`src/rtl/uart_rx_byte_pkg.sv`:
```
// Shared UART definitions: FSM state encoding, default line settings, divider helper.
// Meant to be imported by both the receiver and the future transmitter.
package uart_rx_byte_pkg;

  localparam int DEF_BAUD       = 115200;
  localparam int DEF_OVERSAMPLE = 16;

  typedef enum logic [2:0] {
    ST_IDLE,
    ST_START,
    ST_DATA,
    ST_STOP,
    ST_BREAK
  } rx_state_e;

  typedef struct packed {
    logic valid;
    logic frame_err;
  } rx_evt_t;

  // Rounded clocks per oversample tick.
  function automatic int calc_div(input int clk_hz, input int baud, input int os);
    return (clk_hz + (baud * os) / 2) / (baud * os);
  endfunction

endpackage

```
`src/rtl/uart_baud_tick.sv`:
```
// Free-running tick divider: one-clock pulse every DIV clocks, restartable at 0.
module uart_baud_tick #(
  parameter int DIV = 27
) (
  input  logic iCLK,
  input  logic iRST_N,
  input  logic iRESTART,
  output logic oTICK
);

  localparam int CW = (DIV > 1) ? $clog2(DIV) : 1;

  logic [CW-1:0] cnt;

  assign oTICK = (cnt == CW'(DIV - 1));

  always_ff @(posedge iCLK or negedge iRST_N) begin
    if (!iRST_N)                cnt <= '0;
    else if (iRESTART || oTICK) cnt <= '0;
    else                        cnt <= cnt + 1'b1;
  end

endmodule

```
`src/rtl/uart_rx_byte.sv`:
```
// 8N1 UART receiver, 16x oversampled, 3-sample majority vote at mid-bit.
// Delivers each byte as a one-cycle strobe; stop-bit errors park in BREAK until the line idles.
module uart_rx_byte
  import uart_rx_byte_pkg::*;
#(
  parameter int CLK_HZ     = 50_000_000,
  parameter int BAUD       = DEF_BAUD,
  parameter int OVERSAMPLE = DEF_OVERSAMPLE,
  parameter int DATA_BITS  = 8
) (
  input  logic                 iCLK,
  input  logic                 iRST_N,
  input  logic                 iRXD,
  output logic [DATA_BITS-1:0] oDATA,
  output logic                 oVALID,
  output logic                 oFRAME_ERR,
  output logic                 oBUSY
);

  localparam int DIV = calc_div(CLK_HZ, BAUD, OVERSAMPLE);
  localparam int M   = OVERSAMPLE / 2;
  localparam int TW  = $clog2(OVERSAMPLE);
  localparam int BW  = $clog2(DATA_BITS + 1);

  logic [1:0]           rst_sync;
  logic                 rst_n;
  logic [1:0]           rxd_sync;
  logic                 rxd_s;
  logic                 tick;
  logic                 restart;
  logic [TW-1:0]        tcnt;
  logic                 samp_a, samp_b, maj, mid_end;
  logic                 shift_en;
  logic [BW-1:0]        bit_idx;
  logic [DATA_BITS-1:0] shreg, data_q;
  rx_evt_t              evt, evt_nxt;
  rx_state_e            state, state_nxt;

  // Async assert, sync release of the internal reset.
  always_ff @(posedge iCLK or negedge iRST_N) begin
    if (!iRST_N) rst_sync <= '0;
    else         rst_sync <= {rst_sync[0], 1'b1};
  end
  assign rst_n = rst_sync[1];

  always_ff @(posedge iCLK or negedge rst_n) begin
    if (!rst_n) rxd_sync <= '1;
    else        rxd_sync <= {rxd_sync[0], iRXD};
  end
  assign rxd_s = rxd_sync[1];

  uart_baud_tick #(.DIV(DIV)) u_tick (
    .iCLK     (iCLK),
    .iRST_N   (rst_n),
    .iRESTART (restart),
    .oTICK    (tick)
  );

  // Third vote is the live sample on the M+1 tick.
  assign mid_end = tick && (tcnt == TW'(M + 1));
  assign maj     = (samp_a & samp_b) | (samp_a & rxd_s) | (samp_b & rxd_s);

  always_ff @(posedge iCLK or negedge rst_n) begin
    if (!rst_n) state <= ST_IDLE;
    else        state <= state_nxt;
  end

  always_comb begin
    state_nxt = state;
    unique case (state)
      ST_IDLE:  if (!rxd_s)  state_nxt = ST_START;
      ST_START: if (mid_end) state_nxt = maj ? ST_IDLE : ST_DATA;
      ST_DATA:  if (mid_end && bit_idx == BW'(DATA_BITS - 1)) state_nxt = ST_STOP;
      ST_STOP:  if (mid_end) state_nxt = maj ? ST_IDLE : ST_BREAK;
      ST_BREAK: if (rxd_s)   state_nxt = ST_IDLE;
      default:               state_nxt = ST_IDLE;
    endcase
  end

  always_comb begin
    restart  = 1'b0;
    shift_en = 1'b0;
    evt_nxt  = '0;
    unique case (state)
      ST_IDLE: restart  = ~rxd_s;
      ST_DATA: shift_en = mid_end;
      ST_STOP: begin
        evt_nxt.valid     = mid_end &  maj;
        evt_nxt.frame_err = mid_end & ~maj;
      end
      default: ;
    endcase
  end

  // Divider is aligned at the start edge, so the tick count simply wraps per bit.
  always_ff @(posedge iCLK or negedge rst_n) begin
    if (!rst_n) begin
      tcnt    <= '0;
      samp_a  <= 1'b0;
      samp_b  <= 1'b0;
      bit_idx <= '0;
      shreg   <= '0;
      data_q  <= '0;
      evt     <= '0;
    end else begin
      evt <= evt_nxt;
      if (restart)   tcnt <= '0;
      else if (tick) tcnt <= (tcnt == TW'(OVERSAMPLE - 1)) ? '0 : tcnt + 1'b1;
      if (tick && tcnt == TW'(M - 1)) samp_a <= rxd_s;
      if (tick && tcnt == TW'(M))     samp_b <= rxd_s;
      if (state == ST_START) bit_idx <= '0;
      else if (shift_en) begin
        shreg   <= {maj, shreg[DATA_BITS-1:1]};
        bit_idx <= bit_idx + 1'b1;
      end
      if (evt_nxt.valid) data_q <= shreg;
    end
  end

  assign oDATA      = data_q;
  assign oVALID     = evt.valid;
  assign oFRAME_ERR = evt.frame_err;
  assign oBUSY      = (state != ST_IDLE);

endmodule

```
`config.mk`:
```
export PLATFORM = sky130hd
export DESIGN_NAME = uart_rx_byte
export DESIGN_NICKNAME = d
export VERILOG_FILES = /design/src/rtl/uart_rx_byte_pkg.sv /design/src/rtl/uart_baud_tick.sv /design/src/rtl/uart_rx_byte.sv
export SDC_FILE = /design/constraint.sdc
export NUM_CORES = 1
export LEC_CHECK = 0
export CORE_MARGIN = 1.5
export CORE_UTILIZATION = 38
export CTS_BUF_LIST = sky130_fd_sc_hd__clkbuf_2 sky130_fd_sc_hd__clkbuf_4 sky130_fd_sc_hd__clkbuf_8
export DETAILED_ROUTE_END_ITERATION = 16
export GPL_ROUTABILITY_DRIVEN = 0
export PLACE_DENSITY = 0.53
export SLEW_MARGIN = 0
export SYNTH_ARGS = -nofsm -noshare
export SYNTH_HDL_FRONTEND = slang
export SYNTH_SLANG_ARGS = --single-unit
```
`constraint.sdc`:
```
create_clock -name iCLK -period 3.2 [get_ports iCLK]
set_input_delay 0.96 -clock iCLK [delete_from_list [all_inputs] [get_ports iCLK]]
set_output_delay 0.96 -clock iCLK [all_outputs]
set_load 0.01 [all_outputs]
```
* After elaboration in Yosys (flattened, before gate mapping)
Cells that the tools add are included.
Storage, ports and cells: bits in registers 40, bits of input ports 3, output and inout port bits 11, word-level logic and storage cells 68
Operators by class: add/subtract/negate cells 3, eq/ne operators 15, mux-type cells 17, bitwise gates (word level) 10, reductions and logical operators 11
Operator list (count):
- 4-bit 2-to-1 mux | 5
- 3-bit 2-to-1 mux | 6
- 3-bit case mux with 5 select lines | 1
- 4-bit == test, second input constant | 3
- 2-bit inequality test, second input constant | 5
- 4-bit by 1-bit adder with 4-bit output, second input constant | 2
- 4-bit by 3-bit == test with 1-bit output, second input constant | 2
- 3-bit by 2-bit == test with 1-bit output, second input constant | 2
- 5-bit by 1-bit adder with 5-bit output, second input constant | 1
- 1-bit AND | 5
- 5-bit == test, second input constant | 1
- 5-bit 2-to-1 mux | 1
- 5-bit AND reduction | 1
- 1-bit logical AND | 4
- 2-bit 2-to-1 mux | 2
- 2-bit nonzero test | 2
- 3-bit by 1-bit == test with 1-bit output, second input constant | 1
- 3-bit == test, second input constant | 1
- 3-bit logical NOT | 1
- 1-bit inverter | 3
- 3-bit nonzero test | 1
- 1-bit 2-to-1 mux | 2
- 1-bit bitwise OR | 2
- 2-bit AND reduction | 1
- 1-bit logical OR | 1

* Longest topological paths before layout
depth after elaboration 6, depth in mapped cells 7, depth with buffers taken out 5

* Hierarchy
A second synthesis with hierarchy kept.
Second synthesis, totals: cells, all modules 152, area total of the unflattened synthesis 1923.1 µm²
By module, submodules not included:
- uart_rx_byte | times used 1, cells an instance 130, area each 1639.1 µm², seq. area each 878.3 µm²
- uart_baud_tick | times used 1, cells an instance 22, area each 284.0 µm², seq. area each 125.1 µm²

* Worst setup path after synthesis
No wires, ideal clock.
path kind reg-to-output, from reg state[2], to out oBUSY, arrival 840 ps, required time 2240 ps, setup slack 1400 ps, stages on the path, launching flop included 2, path buffers 0, path through dfrtp_1 or3_1
Between the ends: longest elaborated chain between the ends 1
Ends and longest elaborated chain:
- from (decl) | RTL line uart_rx_byte.sv:37 | rx_state_e state, state_nxt;
- from (signal assigned) | RTL line uart_rx_byte.sv:65 | else state <= state_nxt;
- 3-bit nonzero test | RTL line uart_rx_byte.sv:123 | assign oBUSY = (state != ST_IDLE);
- to (decl) | RTL line uart_rx_byte.sv:17 | output logic oBUSY
No other way between the ends.

* Worst setup path after layout
Ends and elaborated chain as after synthesis.

==> flow_metrics.tcl <==
set metrics [dict create \
    grt.busiest_layer "met2" \
    rsz0062_at_grt "false" \
    power_density_mw_per_mm2 568 \
    maxCapViolCount 0 \
    ctsHoldBuffers 0 \
    yosysTopAreaCellShare_pct 50.9 \
    dieArea_sq_mm 0.00535 \
    gr-total-overflow 0 \
    htreeDepth 2 \
    yosysWarnings 0 \
    synth.cell_area_sq_mm 0.00187 \
    die_w_um 73.1 \
    path_cells "or3_1 -> clkdlybuf4s50_1" \
    hpwlAfterDp_um 2120 \
    fmax_ghz 0.388 \
    finalNonFillerCells 230 \
    crit_path_end_kind "output pin" \
    setup_viol 0 \
    regToRegEndpoint "shreg[0]$_DFFE_PN0P_" \
    crit_family "buffers and inverters" \
    ys_seq_area_share_pct 53.7 \
    post-route-drc-count 0 \
    fin_nets 171 \
    reg2reg_slack_ns 1.15 \
    grt_pass1_wl_um 5300 \
    grt.total_usage_pct 13.2 \
    grt_max_degree 39 \
    clock-skew-final_ns 0.00864 \
    cp-start-kind "register" \
    cp_slowest_cell "clkdlybuf4s50_1" \
    met3_usage_pct 4.97 \
    ant_nets 0 \
    synth_area_leaders "dfrtp_1 (51%), mux2_2 (6.6%), mux2_4 (6.4%), ha_1 (4.0%), dfstp_2 (2.8%)" \
    drive_gt1_share_pct 22.7 \
    worstMarginPinSlew_ns 0.856 \
    synth_common_cells "dfrtp_1 (38), nand2_1 (12), mux2_2 (11), mux2_4 (8), nor2_1 (7)" \
    cp_slowest_stage_delay_ns 0.48 \
    synth_ff_type "dfrtp_1" \
    post-place-cells 222 \
    hold_class "register to async pin" \
    cts_root_buf "clkbuf_8" \
    syn_nets 154 \
    synth_edf_count 0 \
    worstPathArrival_ns 1.62 \
    met1_usage_pct 16.2 \
    fill_cells 424 \
    post-route-util_pct 46.0 \
    cp_num_cells 2 \
    cts_tree "yes" \
    rr_startpoint "u_tick.cnt[0]$_DFF_PN0_" \
    setup-tns-final_ns 0 \
    wl_per_cell_um 13.2 \
    reg2reg_depth 5 \
    cts_inserted_buffers 5 \
    insertedDiodeCount 0 \
    max-vdd-ir-drop_uv 322 \
    ys_types 36 \
    path_buf_inv 1 \
    drtPass1Iterations 3 \
    yosysMostFrequentCell "dfrtp_1" \
    slew_violations 0 \
    synth_cells 145 \
    clockBufferDepth 2 \
    dr_total_vias 1125 \
    yosysTopAreaCell "dfrtp_1" \
    min_period_over_period_pct 80.6 \
    p_total_mw 1.23 \
    ctsResizeCount 0 \
    ios 14 \
    leakage_nw 1.07 \
    final_hold_viol_count 0 \
    grt_pass1_vias 1164 \
    io_buffers 13 \
    first_iter_violations 13 \
    clk_pin_slew_ns 0.08 \
    ys_seq_elements 40 \
    avgViaCountPerCell 4.89 \
    critPathCapture "oBUSY" \
    worstSetupPathType "register to output pin" \
    gr-usage-met2_pct 21.0 \
    crit_path_max_fanout 9 \
    critPathLaunch "state[2]$_DFFE_PN0P_" \
    cts_sinks 40 \
    core_sq_mm 0.00472 \
    rows 25 \
    holdWs_ns 0.284 \
    cp_data_required_time_ns 2.24 \
    fin_crit_ns 2.58 \
    antenna_found_initial 0 \
    routed_wl_um 3040 \
    clock_latency_ns 0.30 \
    postSynth.asyncResetShare_pct 100 \
    die_y_um 73.1 \
    slew_headroom_pct 42.4 \
    start_util_pct 39.5 \
    postCtsSetupBuffers 0 \
    syn_avg_cell_area_sq_um 12.9 \
    status "complete, no violations" \
    area_delta_synth_final_pct 16.3 \
]
worst register-to-register path, cell delays in order (launching register included):
cell and delay (ns):
dfrtp_1 0.41, inv_1 0.07, ha_1 0.20, and4b_1 0.53, nand4b_4 0.34, mux2_4 0.38
cells by family after synthesis:
family | share of synthesized area (%)
muxes | 15.2
and+or+nand+nor | 19.1
other | 0.201
xor gates and xnor gates | 1.41
DFF | 53.7
buffers and inverters | 3.01
AOI/OAI and AO/OA | 2.81
adders and majority gates | 4.55
layer usage:
layer	part of all wire [%]	wire, um
met1	47	1420
met2	48	1460
met3	3.9	120
met4	1.2	38
met5	0	0
area by class of cell:
cell class	count	area (sq um)	area share [%]
clock buffers	5	68.8	3.17
flip-flops and latches	40	1000	46.2
repair buffers	14	138	6.34
clock inverters	3	47.5	2.19
multi-input cells	95	808	37.2
well taps	67	83.8	3.86
inverters	6	22.5	1.04
where the power goes:
group	internal, mW	switching, mW	total (mW)
clock network	0.235	0.183	0.418
logic	0.0852	0.112	0.197
registers	0.557	0.0615	0.618
sequential cells by signal, summed over array words and instances (netlist names), 2 cells and up:
name	cells
shreg	8
rst_sync	2
bit_idx	4
u_tick.cnt	5
rxd_sync	2
state	3
tcnt	4
oDATA	8
layout by cell type, fill, tap and decap left out, drive strengths merged:
| cell | n |
|---|---|
| a21oi | 5 |
| or4 | 2 |
| inv | 6 |
| clkinv | 2 |
| maj3 | 1 |
| mux2i | 4 |
| nand2 | 12 |
| dfstp | 2 |
| and3 | 1 |
| or3 | 1 |
| bufinv | 1 |
| o21ai | 1 |
| nor4 | 1 |
| mux2 | 19 |
| buf | 1 |
| and4b | 3 |
| and3b | 3 |
| or3b | 1 |
| ha | 6 |
| dfrtp | 38 |
| conb | 1 |
| nor2 | 7 |
| nor3 | 3 |
| nand4 | 3 |
| xor2 | 2 |
| and4bb | 1 |
| o31ai | 2 |
| a211oi | 1 |
| nor4b | 1 |
| nand3 | 6 |
| nand4b | 2 |
| clkdlybuf4s50 | 13 |
| xnor2 | 1 |
| nor2b | 1 |
| clkbuf | 5 |
| nand2b | 4 |
worst min-delay path by stage:
stage / from / endpoint / slack, ns / cells after the start
4_1_cts: rst_sync[1]$_DFF_PN0_ / oDATA[5]$_DFFE_PN0P_ / 0.31 / 1
5_1_grt: rst_sync[1]$_DFF_PN0_ / shreg[4]$_DFFE_PN0P_ / 0.36 / 1
3_5_place_dp: rst_sync[1]$_DFF_PN0_ / oDATA[5]$_DFFE_PN0P_ / 0.31 / 1
2_1_floorplan: rst_sync[0]$_DFF_PN0_ / rst_sync[1]$_DFF_PN0_ / 0.33 / 0
3_3_place_gp: rst_sync[1]$_DFF_PN0_ / oDATA[5]$_DFFE_PN0P_ / 0.31 / 1
6_report: rst_sync[1]$_DFF_PN0_ / oDATA[3]$_DFFE_PN0P_ / 0.28 / 1
through the flow:
| step | setup slack, ns | instance area [sq um] |
|---|---|---|
| global placement | 0.953 | 2060 |
| finish | 0.621 | 2170 |
| floorplan | 1.40 | 1870 |
| detailed placement | 0.935 | 2060 |
| global route | 0.565 | 2170 |
| CTS | 0.606 | 2170 |
(Power assumes the default switching activity.)
